$ cat src/rtl/median_scan_sequencer_if.sv
// Bundles the loader, pixel-memory and median-memory signals of the scan
// sequencer. The master side is the sequencer. The slave side is its
// environment (loader, pixel memory and median memory).
interface median_scan_sequencer_if #(
  parameter int ADDR_W = 8
);
  logic              writeMem;
  logic [ADDR_W-1:0] xAddressIn;
  logic [ADDR_W-1:0] yAddressIn;
  logic              dataIn;

  logic              memWrite;
  logic              memRead;
  logic [ADDR_W-1:0] memXAddr;
  logic [ADDR_W-1:0] memYAddr;
  logic              memWData;
  logic              memRData;

  logic [ADDR_W-1:0] xAddressOutMedianMem;
  logic [ADDR_W-1:0] yAddressOutMedianMem;
  logic              writeMedianMem;
  logic              writeMedianData;

  modport master (
    input  writeMem, xAddressIn, yAddressIn, dataIn, memRData,
    output memWrite, memRead, memXAddr, memYAddr, memWData,
    output xAddressOutMedianMem, yAddressOutMedianMem, writeMedianMem, writeMedianData
  );

  modport slave (
    output writeMem, xAddressIn, yAddressIn, dataIn, memRData,
    input  memWrite, memRead, memXAddr, memYAddr, memWData,
    input  xAddressOutMedianMem, yAddressOutMedianMem, writeMedianMem, writeMedianData
  );
endinterface

$ cat src/rtl/median_scan_sequencer.sv
// 3x3 binary median scan sequencer. It shares a single-port 1-bit pixel memory
// with an external loader. It walks every centre (y inner, x outer), gathers the
// zero-padded 3x3 neighbourhood, and emits the majority bit to the median memory.
// It counts median=1 windows and reports wakeUp at the end of each frame.
module median_scan_sequencer #(
  parameter int IMG_W  = 240,
  parameter int IMG_H  = 180,
  parameter int ADDR_W = 8,
  parameter int THR_W  = 13,
  parameter int CNT_W  = 16
) (
  input  logic                 clk,
  input  logic                 reset,
  median_scan_sequencer_if.master bus,
  input  logic                 start,
  input  logic [THR_W-1:0]     threshold,
  output logic [CNT_W-1:0]     activeWindows,
  output logic                 busy,
  output logic                 loadReject,
  output logic                 fullImageDone,
  output logic                 wakeUp
);

  typedef enum logic [2:0] {IDLE, FETCH, DRAIN, EMIT, DONE} stateT;

  localparam logic [ADDR_W-1:0]        X_LAST = ADDR_W'(IMG_W - 1);
  localparam logic [ADDR_W-1:0]        Y_LAST = ADDR_W'(IMG_H - 1);
  localparam logic signed [ADDR_W+1:0] W_S    = (ADDR_W+2)'(IMG_W);
  localparam logic signed [ADDR_W+1:0] H_S    = (ADDR_W+2)'(IMG_H);
  localparam logic signed [ADDR_W+1:0] ONE_S  = (ADDR_W+2)'(1);

  // Increment that sticks at all-ones instead of wrapping.
  function automatic logic [CNT_W-1:0] satInc(input logic [CNT_W-1:0] v, input logic inc);
    if (inc && (v != '1)) return v + 1'b1;
    return v;
  endfunction

  // Majority of nine taps: at least five ones.
  function automatic logic majority(input logic [3:0] s);
    return s >= 4'd5;
  endfunction

  stateT             state, stateNext;
  logic [1:0]        kCol, kRow;
  logic [ADDR_W-1:0] cx, cy;
  logic              startPrev;
  logic              startEdge;
  logic              lastTap, lastCentre;

  logic signed [ADDR_W+1:0] nX, nY;
  logic              tapInRange;

  logic              memWriteC, memReadC, memWDataC;
  logic [ADDR_W-1:0] memXC, memYC;

  logic              rdVld_p1;
  logic [3:0]        sum_p1;
  logic [3:0]        sumNext;
  logic              tapBit;

  logic [ADDR_W-1:0] medX_p2, medY_p2;
  logic              medBit_p2, medStrobe_p2;
  logic [CNT_W-1:0]  cntNext;

  assign startEdge  = start & ~startPrev;
  assign lastTap    = (kCol == 2'd2) && (kRow == 2'd2);
  assign lastCentre = (cx == X_LAST) && (cy == Y_LAST);

  // Stage p0: neighbour address = centre + (kCol-1, kRow-1), signed so borders go negative
  assign nX = $signed({2'b00, cx}) + $signed({{ADDR_W{1'b0}}, kCol}) - ONE_S;
  assign nY = $signed({2'b00, cy}) + $signed({{ADDR_W{1'b0}}, kRow}) - ONE_S;
  assign tapInRange = (nX >= 0) && (nX < W_S) && (nY >= 0) && (nY < H_S);

  // Stage p1: fold in the bit returned for last cycle's in-range read
  assign tapBit  = rdVld_p1 & bus.memRData;
  assign sumNext = sum_p1 + {3'b000, tapBit};
  assign cntNext = satInc(activeWindows, medBit_p2);

  // State register.
  always_ff @(posedge clk) begin
    if (reset) state <= IDLE;
    else       state <= stateNext;
  end

  // Next state, plus memory ownership: the loader in IDLE/DONE, the scan otherwise.
  always_comb begin
    stateNext  = state;
    busy       = 1'b0;
    loadReject = 1'b0;
    memWriteC  = 1'b0;
    memReadC   = 1'b0;
    memWDataC  = 1'b0;
    memXC      = '0;
    memYC      = '0;
    case (state)
      IDLE, DONE: begin
        memWriteC = bus.writeMem;
        memXC     = bus.xAddressIn;
        memYC     = bus.yAddressIn;
        memWDataC = bus.dataIn;
        if (startEdge) stateNext = FETCH;
      end
      FETCH: begin
        busy       = 1'b1;
        loadReject = bus.writeMem;
        memReadC   = tapInRange;
        if (tapInRange) begin
          memXC = nX[ADDR_W-1:0];
          memYC = nY[ADDR_W-1:0];
        end
        if (lastTap) stateNext = DRAIN;
      end
      DRAIN: begin
        busy       = 1'b1;
        loadReject = bus.writeMem;
        stateNext  = EMIT;
      end
      EMIT: begin
        busy       = 1'b1;
        loadReject = bus.writeMem;
        stateNext  = lastCentre ? DONE : FETCH;
      end
      default: stateNext = IDLE;
    endcase
  end

  // Tap and centre counters, result registers, frame count and wakeUp. startPrev
  // samples start during reset, so a start level held through reset is not an edge.
  always_ff @(posedge clk) begin
    if (reset) begin
      startPrev     <= start;
      kCol          <= '0;
      kRow          <= '0;
      cx            <= '0;
      cy            <= '0;
      rdVld_p1      <= 1'b0;
      medStrobe_p2  <= 1'b0;
      medBit_p2     <= 1'b0;
      medX_p2       <= '0;
      medY_p2       <= '0;
      activeWindows <= '0;
      fullImageDone <= 1'b0;
      wakeUp        <= 1'b0;
    end else begin
      startPrev     <= start;
      rdVld_p1      <= memReadC;
      medStrobe_p2  <= 1'b0;
      fullImageDone <= 1'b0;
      case (state)
        IDLE, DONE: begin
          if (startEdge) begin
            kCol          <= '0;
            kRow          <= '0;
            cx            <= '0;
            cy            <= '0;
            activeWindows <= '0;
            wakeUp        <= 1'b0;
          end
        end
        FETCH: begin
          if (kCol == 2'd2) begin
            kCol <= '0;
            kRow <= lastTap ? 2'd0 : kRow + 2'd1;
          end else begin
            kCol <= kCol + 2'd1;
          end
        end
        DRAIN: begin
          medStrobe_p2 <= 1'b1;
          medBit_p2    <= majority(sumNext);
          medX_p2      <= cx;
          medY_p2      <= cy;
        end
        EMIT: begin
          activeWindows <= cntNext;
          if (cy == Y_LAST) begin
            cy <= '0;
            if (cx == X_LAST) begin
              fullImageDone <= 1'b1;
              wakeUp <= ({{THR_W{1'b0}}, cntNext} >= {{CNT_W{1'b0}}, threshold});
            end else begin
              cx <= cx + 1'b1;
            end
          end else begin
            cy <= cy + 1'b1;
          end
        end
        default: ;
      endcase
    end
  end

  // Neighbourhood sum: restarted on the first tap, accumulated through DRAIN.
  always_ff @(posedge clk) begin
    if (state == FETCH && kCol == 2'd0 && kRow == 2'd0) sum_p1 <= '0;
    else if (state == FETCH || state == DRAIN)          sum_p1 <= sumNext;
  end

  // Stage p2: result presented during EMIT, held afterwards
  assign bus.memWrite             = memWriteC;
  assign bus.memRead              = memReadC;
  assign bus.memXAddr             = memXC;
  assign bus.memYAddr             = memYC;
  assign bus.memWData             = memWDataC;
  assign bus.writeMedianMem       = medStrobe_p2;
  assign bus.writeMedianData      = medBit_p2;
  assign bus.xAddressOutMedianMem = medX_p2;
  assign bus.yAddressOutMedianMem = medY_p2;

endmodule

$ cat src/flat_wrapper.sv
// flat-port wrapper written by rule: the top's interface ports become plain ports
module median_scan_sequencer_flat 
#(
  parameter int IMG_W  = 240,
  parameter int IMG_H  = 180,
  parameter int ADDR_W = 8,
  parameter int THR_W  = 13,
  parameter int CNT_W  = 16
)
  (clk, reset, start, threshold, activeWindows, busy, loadReject, fullImageDone, wakeUp, bus_writeMem, bus_xAddressIn, bus_yAddressIn, bus_dataIn, bus_memRData, bus_memWrite, bus_memRead, bus_memXAddr, bus_memYAddr, bus_memWData, bus_xAddressOutMedianMem, bus_yAddressOutMedianMem, bus_writeMedianMem, bus_writeMedianData);
  median_scan_sequencer_if #(.ADDR_W(ADDR_W)) bus_i ();
  input  logic clk;
  input  logic reset;
  input  logic start;
  input  logic [THR_W-1:0] threshold;
  output logic [CNT_W-1:0] activeWindows;
  output logic busy;
  output logic loadReject;
  output logic fullImageDone;
  output logic wakeUp;
  input wire logic [$bits(bus_i.writeMem)-1:0] bus_writeMem;
  input wire logic [$bits(bus_i.xAddressIn)-1:0] bus_xAddressIn;
  input wire logic [$bits(bus_i.yAddressIn)-1:0] bus_yAddressIn;
  input wire logic [$bits(bus_i.dataIn)-1:0] bus_dataIn;
  input wire logic [$bits(bus_i.memRData)-1:0] bus_memRData;
  output wire logic [$bits(bus_i.memWrite)-1:0] bus_memWrite;
  output wire logic [$bits(bus_i.memRead)-1:0] bus_memRead;
  output wire logic [$bits(bus_i.memXAddr)-1:0] bus_memXAddr;
  output wire logic [$bits(bus_i.memYAddr)-1:0] bus_memYAddr;
  output wire logic [$bits(bus_i.memWData)-1:0] bus_memWData;
  output wire logic [$bits(bus_i.xAddressOutMedianMem)-1:0] bus_xAddressOutMedianMem;
  output wire logic [$bits(bus_i.yAddressOutMedianMem)-1:0] bus_yAddressOutMedianMem;
  output wire logic [$bits(bus_i.writeMedianMem)-1:0] bus_writeMedianMem;
  output wire logic [$bits(bus_i.writeMedianData)-1:0] bus_writeMedianData;
  assign bus_i.writeMem = bus_writeMem;
  assign bus_i.xAddressIn = bus_xAddressIn;
  assign bus_i.yAddressIn = bus_yAddressIn;
  assign bus_i.dataIn = bus_dataIn;
  assign bus_i.memRData = bus_memRData;
  assign bus_memWrite = bus_i.memWrite;
  assign bus_memRead = bus_i.memRead;
  assign bus_memXAddr = bus_i.memXAddr;
  assign bus_memYAddr = bus_i.memYAddr;
  assign bus_memWData = bus_i.memWData;
  assign bus_xAddressOutMedianMem = bus_i.xAddressOutMedianMem;
  assign bus_yAddressOutMedianMem = bus_i.yAddressOutMedianMem;
  assign bus_writeMedianMem = bus_i.writeMedianMem;
  assign bus_writeMedianData = bus_i.writeMedianData;
  median_scan_sequencer #(.IMG_W(IMG_W), .IMG_H(IMG_H), .ADDR_W(ADDR_W), .THR_W(THR_W), .CNT_W(CNT_W)) u_core (.clk(clk), .reset(reset), .bus(bus_i), .start(start), .threshold(threshold), .activeWindows(activeWindows), .busy(busy), .loadReject(loadReject), .fullImageDone(fullImageDone), .wakeUp(wakeUp));
endmodule
$ cat config.mk
export PLATFORM = sky130hd
export DESIGN_NAME = median_scan_sequencer_flat
export DESIGN_NICKNAME = d
export VERILOG_FILES = /design/src/rtl/median_scan_sequencer_if.sv /design/src/rtl/median_scan_sequencer.sv /design/src/flat_wrapper.sv
export SDC_FILE = /design/constraint.sdc
export NUM_CORES = 1
export LEC_CHECK = 0
export CAP_MARGIN = 40
export CORE_MARGIN = 3
export CORE_UTILIZATION = 45
export CTS_CLUSTER_SIZE = 10
export DETAILED_ROUTE_END_ITERATION = 10
export PLACE_DENSITY_LB_ADDON = 0.15
export SYNTH_ARGS = -nofsm -noshare
export SYNTH_HDL_FRONTEND = slang
export SYNTH_SLANG_ARGS = --single-unit
$ cat constraint.sdc
create_clock -name clk -period 10.1 [get_ports clk]
set_clock_uncertainty 0.1 [all_clocks]
set_input_delay 2.02 -clock clk [delete_from_list [all_inputs] [get_ports clk]]
set_output_delay 2.02 -clock clk [all_outputs]
set_load 0.05 [all_outputs]
==> results of run 1 <==
==> how the worst min path moves through the flow <==
stage / start / end / slack (ns) / depth (start not counted)
final: u_core.bus.xAddressOutMedianMem[1] / u_core.bus.xAddressOutMedianMem[1] / 0.36 / 2
after global routing: u_core.bus.xAddressOutMedianMem[4] / u_core.bus.xAddressOutMedianMem[4] / 0.38 / 2
after CTS: u_core.bus.xAddressOutMedianMem[1] / u_core.bus.xAddressOutMedianMem[1] / 0.36 / 2
after detailed placement: u_core.bus.xAddressOutMedianMem[1] / u_core.bus.xAddressOutMedianMem[1] / 0.35 / 2
after global placement: u_core.bus.yAddressOutMedianMem[3] / u_core.bus.yAddressOutMedianMem[3] / 0.34 / 2
after floorplan: u_core.sum_p1[0] / u_core.sum_p1[0] / 0.34 / 2
==> routing by layer <==
metal  vias up  share of wire
met5         -              0
met4         0          0.010
li1       2131              -
met1      1931           0.47
met2       126           0.47
met3        10          0.053
==> registers in the layout, indices dropped and copies added, names as in the netlist <==
name / flops
u_core.activeWindows: 16
u_core.bus.writeMedianData: 1
u_core.bus.writeMedianMem: 1
u_core.bus.xAddressOutMedianMem: 8
u_core.bus.yAddressOutMedianMem: 8
u_core.cx: 8
u_core.cy: 8
u_core.fullImageDone: 1
u_core.kCol: 2
u_core.kRow: 2
u_core.rdVld_p1: 1
u_core.startPrev: 1
u_core.state: 3
u_core.sum_p1: 4
u_core.wakeUp: 1
==> cell usage after synthesis (2+ instances only) <==
cell type  count  area, um^2
nand2_1       68         255
dfxtp_1       65        1300
nor2_1        62         233
ha_1          51         638
a21oi_1       50         250
inv_1         42         158
o21ai_0       23         115
xnor2_1       20         175
nand3_1       19        95.1
a22o_2        12         120
clkbuf_1      12        45.0
xor2_1        12         105
nor3_1         9        45.0
a211oi_1       8        60.1
and3_1         8        50.1
nand2b_1       7        43.8
and2_1         6        37.5
nand4_1        6        37.5
a22o_1         5        43.8
a22oi_1        5        37.5
a21o_1         4        30.0
a311oi_1       4        35.0
and4_1         4        35.0
nor2b_1        4        25.0
o31ai_1        4        30.0
o21bai_1       3        22.5
o41ai_1        3        26.3
a31oi_1        2        12.5
buf_1          2        7.51
buf_4          2        15.0
fa_1           2        40.0
mux2_2         2        22.5
nor3_4         2        32.5
nor4_1         2        12.5
o211a_1        2        20.0
or2_2          2        12.5
==> layout make-up <==
type,count,area [um^2]
Inverter,42,158
Clock inverter,5,86.3
Sequential cell,65,1300
Multi-Input combinational cell,434,2940
Fill cell,871,3740
Clock buffer,11,141
Tap cell,129,161
Timing Repair Buffer,94,933
==> kinds of logic (layout without fill, tap and decap cells) <==
| kind of cell | Yosys count | count (layout) |
|---|---|---|
| compound gates | 138 | 138 |
| flops | 65 | 65 |
| mux | 2 | 2 |
| xor+xnor | 32 | 32 |
| simple gates | 209 | 209 |
| buf+inv | 60 | 152 |
| fa+ha+maj | 53 | 53 |
==> power groups by stage <==
stage / Combinational [mW] / Sequential (mW) / Clock, mW
2_1_floorplan: 0.0555 / 0.264 / 0
3_3_place_gp: 0.0862 / 0.264 / 0
3_5_place_dp: 0.0876 / 0.264 / 0
4_1_cts: 0.0881 / 0.258 / 0.257
5_1_grt: 0.0945 / 0.259 / 0.268
6_report: 0.0876 / 0.258 / 0.252
==> worst register-to-register path, delay by kind of cell, from the launching register on <==
kind | cells | cell delay (ns)
AO/OA/AOI/OAI | 5 | 1.24
adder cells (fa/ha/maj) | 2 | 0.54
multiplexers | 1 | 0.42
flip-flops | 1 | 0.39
AND/OR/NAND/NOR | 4 | 0.34
==> metrics by stage <==
step | area [um^2] | cells | util
finish | 5720 | 780 | 0.605
global placement | 5490 | 764 | 0.581
CTS | 5720 | 780 | 0.605
global route | 5720 | 780 | 0.605
floorplan | 4480 | 559 | -
detailed placement | 5490 | 764 | 0.581
==> out/results.ini, run 1 <==
[synth]
synth_xor_area_frac = 0.0626
postSynthAreaPerCell_um2 = 8.02
ys_types = 61
yosys_warnings = 0
netlist_area_um2 = 4480
synth_top_family_by_area = simple AND/OR/NAND/NOR gates
yosys.area_share.simple = 0.227
synth_ff_type = dfxtp_1
synth-compound-area-share = 0.209
ys_async_sr_fraction = 0
synth_seq_area_share = 0.290
yosys.area_share.adder = 0.151
synthMuxAreaShare = 0.00503
ys_ff_latch = 65
syn_nets = 647
synthCells = 559
synth_edf_count = 0

[final_layout]
final_common_cell = clkdlybuf4s50_1
nets = 734
mostFrequentLayoutCells = 91 x clkdlybuf4s50_1, 68 x nand2_1, 65 x dfxtp_1, 62 x nor2_1, 51 x ha_1
antenna_cells = 0
area_delta_synth_final_pct = 27.6
drive_gt1_frac = 0.0707

[pwr]
p_leak_nw = 2.35
power.total_uw = 598
pwr-share-comb = 0.146
p_seq_frac = 0.432
vdd_drop_max_mv = 0.101
sw_frac_of_total = 0.262
pwr-share-clk = 0.421
intPower_uw = 441
p_sw_uw = 157
power_density_nw_per_um2 = 105

[placement]
place.port_buffers = 91
post-place-ws_ns = 4.01
gp_congestion = 0.843
hpwl_um = 8650

[global_routing]
grt_pass1_wl_um = 19100
grt_antenna_before_repair = 0
gr-max-usage-layer = met2
grt_pass1_vias = 4058
grt_util_met1 = 0.275
grt_util_all_layers = 0.204
grt-ovfl-total = 0
grtUsageMet2 = 0.339
use_met3 = 0.0392
grt_max_degree = 50

[timing]
fin_crit_ns = 6.47
maxSlewViolCount = 0
tightest_slew_ns = 0.806
slew_headroom = 0.463
fmax_mhz = 155
holdWs_ns = 0.357
finalSetupViolations = 0
layout_setup_ws_ns = 3.63
setup_tns_ns = 0
fin_crit_sh = 0.641
hold_violations = 0
rsz0062_at_grt = no

[clock_network]
htree_levels = 3
cts_made_buffers = 9
root_buffer = clkbuf_8
ctsResizeCount = 0
clkTransAtPathRegs_ns = 0.08
cts_setup_buffers = 0
cts.hold.buffers_added = 0
clock_sinks = 65
clk_path_buf_depth = 2
cts_tree = done
worst_skew_pair.late_latency_ns = 0.33

[floorplan]
die_y_um = 106
ios = 92
row_count = 35
fp.coreArea_um2 = 9460
die-area_um2 = 11200
start_util = 0.474
die_w_um = 106

[critical_path]
cp.depth = 13
cp_top_family = buffers and inverters
crit_path_top_delay_cell = clkdlybuf4s50_1
arrival_ns = 4.35
reg2reg_from = u_core.activeWindows[0]
worst-path-max-fanout = 15
critPathRequiredTime_ns = 7.98
crit_chain = inv_1 > ha_1 > inv_1 > ha_1 > fa_1 > a211oi_1 > o21bai_1 > a21oi_1 > xnor2_1 > nor2_4 > nor3_4 > a22o_2 > clkdlybuf4s50_1
startpoint = u_core.kCol[1]
start_kind = flip-flop
path_class = flip-flop to primary output
critPathCaptureType = primary output
reg2reg_depth = 12
cp_num_buf_inv = 3
endpoint = bus_memYAddr[1]
reg2reg_setup_slack_ns = 6.96
timing.rr.end = u_core.wakeUp
critPathMaxStageDelay_ns = 0.81

[route]
wl_um = 11300
ant_nets = 0
routedWlPerCell_um = 14.5
drt-vias-per-instance = 5.38
drc = 0
drtIter0Drc = 284
firstDrtPassIters = 5
via_count = 4198

[run]
maxCapViolations = 0

[run_status]
status = finished, final reports clean

[min_path]
hp-class = flip-flop to flip-flop

No activity file was read; power rests on OpenSTA's default activity.
==> inputs of run 2 (changes only) <==
Clock period 10.1 ns to 5.6 ns, I/O delays scaled along.
==> run 2 against run 1 <==
  * First-iteration DRC count fell by 1.1%
  * Utilization rose by 0.44 points
  * Non-clock buffer count rose by 1
  * Worst setup slack got worse by 3.4 ns
  * Via count fell by 0.74%
  * Sequential cell count did not move
  * Critical path depth rose by 1
==> out/results.ini, run 2 (synthesis gave the netlist of run 1 again) <==
[timing]
maxSlewViolCount = 0  ; unchanged
fmax_mhz = 187
finalSetupViolations = 0  ; unchanged
layout_setup_ws_ns = 0.241  ; -3.39 ns
rsz0062_at_grt = no
hold_violations = 0  ; unchanged
fin_crit_sh = 0.957
setup_tns_ns = 0  ; unchanged
tightest_slew_ns = 0.831  ; +0.0255 ns
fin_crit_ns = 5.36
slew_headroom = 0.446  ; -0.0170
holdWs_ns = 0.360  ; +0.00312 ns

[pwr]
sw_frac_of_total = 0.262  ; +0.000362
pwr-share-clk = 0.446  ; +0.025
power_density_nw_per_um2 = 195  ; +87%
p_leak_nw = 2.36  ; +0.79%
pwr-share-comb = 0.140  ; -0.006
intPower_uw = 829  ; +88%
vdd_drop_max_mv = 0.122  ; +21%
p_seq_frac = 0.414  ; -0.018
p_sw_uw = 295  ; +88%

[final_layout]
area_delta_synth_final_pct = 28.6
top_register = u_core.activeWindows
antenna_cells = 0  ; unchanged
multiInputGateArea_um2 = 2940  ; unchanged
final_common_cell = clkdlybuf4s50_1
drive_gt1_frac = 0.0736  ; +0.00296
largest_reg_flops = 16  ; unchanged
nets = 735  ; +0.14%
seqCellArea_um2 = 1300  ; unchanged
fillers = 861  ; -1.1%
mostFrequentLayoutCells = 91 x clkdlybuf4s50_1, 68 x nand2_1, 65 x dfxtp_1, 62 x nor2_1, 51 x ha_1

[floorplan]
start_util = 0.474  ; unchanged
die_w_um = 106  ; unchanged
row_count = 35  ; unchanged
ios = 92  ; unchanged
die-area_um2 = 11200  ; unchanged
fp.coreArea_um2 = 9460  ; unchanged
die_y_um = 106  ; unchanged

[route]
ant_nets = 0  ; unchanged
drtIter0Drc = 281  ; -1.1%
drc = 0  ; unchanged
wl_um = 11200  ; -0.96%
routedWlPerCell_um = 14.4  ; -1.1%
drt-vias-per-instance = 5.34  ; -0.87%
via_count = 4167  ; -0.74%
firstDrtPassIters = 4  ; -1

[global_routing]
grt_util_all_layers = 0.208  ; +0.00397
grt-ovfl-total = 0  ; unchanged
grt_pass1_wl_um = 19400  ; +1.6%
grt_antenna_before_repair = 0  ; unchanged
grt_pass1_vias = 4011  ; -1.2%
grt_max_degree = 30  ; -40%

[placement]
gp_congestion = 0.845  ; +0.26%
hpwl_um = 8630  ; -0.30%
place.port_buffers = 91  ; unchanged
post-place-ws_ns = 0.403  ; -3.60 ns

[run]
maxCapViolations = 0  ; unchanged

[critical_path]
worst-path-max-fanout = 15  ; unchanged
path_class = flip-flop to primary output
arrival_ns = 4.14  ; -0.21 ns
start_kind = flip-flop
critPathRequiredTime_ns = 4.38  ; -3.60 ns
crit_chain = inv_1 > ha_1 > inv_1 > ha_1 > fa_1 > a211oi_1 > o21bai_1 > a21oi_1 > xnor2_1 > nor2_4 > nor3_4 > buf_12 > a22o_2 > clkdlybuf4s50_1
critPathMaxStageDelay_ns = 0.80  ; about the same
crit_path_top_delay_cell = clkdlybuf4s50_1
critPathCaptureType = primary output

[clock_network]
cts_made_buffers = 9  ; unchanged
cts.hold.buffers_added = 0  ; unchanged
root_buffer = clkbuf_8
clkTransAtPathRegs_ns = 0.08  ; about the same
worst_skew_pair.late_latency_ns = 0.34  ; about the same
cts_tree = done
clock_sinks = 65  ; unchanged
htree_levels = 3  ; unchanged
clk_path_buf_depth = 2  ; unchanged

[min_path]
hp-class = flip-flop to flip-flop

[run_status]
status = finished, final reports clean

run 2: layer usage:
layer	global-route usage	routed length [um]
met1	0.286	5390
met2	0.336	5210
met3	0.0521	566
met4	0.0352	72
met5	0	0
run 2: layout make-up:
type,count,area share
tap,129,0.0280
clock buffer,9,0.0215
clock inverter,7,0.0217
inverter,42,0.0274
sequential,65,0.226
timing repair buffer,95,0.166
multi-input combinational,434,0.510
run 2: stage by stage:
| step | area (um^2) | cells | utilization | power, mW |
|---|---|---|---|---|
| after floorplan | 4480 | 559 | - | 0.576 |
| after global placement | 5490 | 764 | 0.581 | 0.632 |
| after detailed placement | 5490 | 764 | 0.581 | 0.634 |
| after CTS | 5740 | 780 | 0.607 | 1.13 |
| after global routing | 5760 | 781 | 0.609 | 1.17 |
| final | 5760 | 781 | 0.609 | 1.12 |
run 2: worst paths after layout:
kind,start,end,slack [ns],cells past startpoint
setup / recovery,u_core.kCol[1],bus_memYAddr[1],0.24,14
hold reg to reg,u_core.bus.yAddressOutMedianMem[7],u_core.bus.yAddressOutMedianMem[7],0.36,2
hold / removal,u_core.bus.yAddressOutMedianMem[7],u_core.bus.yAddressOutMedianMem[7],0.36,2
setup reg to reg,u_core.activeWindows[0],u_core.wakeUp,2.42,12
run 2: critical path, delay by kind of cell (launching register included):
kind | cells | cell delay, ns
buf+inv | 4 | 1.08
fa+ha+maj | 3 | 0.92
compound gates | 4 | 0.83
flops | 1 | 0.41
simple gates | 2 | 0.32
xor+xnor | 1 | 0.24
run 2: what timing repair did:
action | CTS | global route
gates resized for setup | 0 | 0
pin swaps | 1 | 1
buffers inserted | 0 | 1
endpoints found under the setup margin | 1 | 15
run 2: power groups by stage:
stage	combinational, mW	sequential, mW	clock (mW)
3_3_place_gp	0.156	0.477	0
2_1_floorplan	0.100	0.475	0
5_1_grt	0.170	0.466	0.533
4_1_cts	0.158	0.466	0.510
6_report	0.158	0.466	0.501
3_5_place_dp	0.158	0.477	0
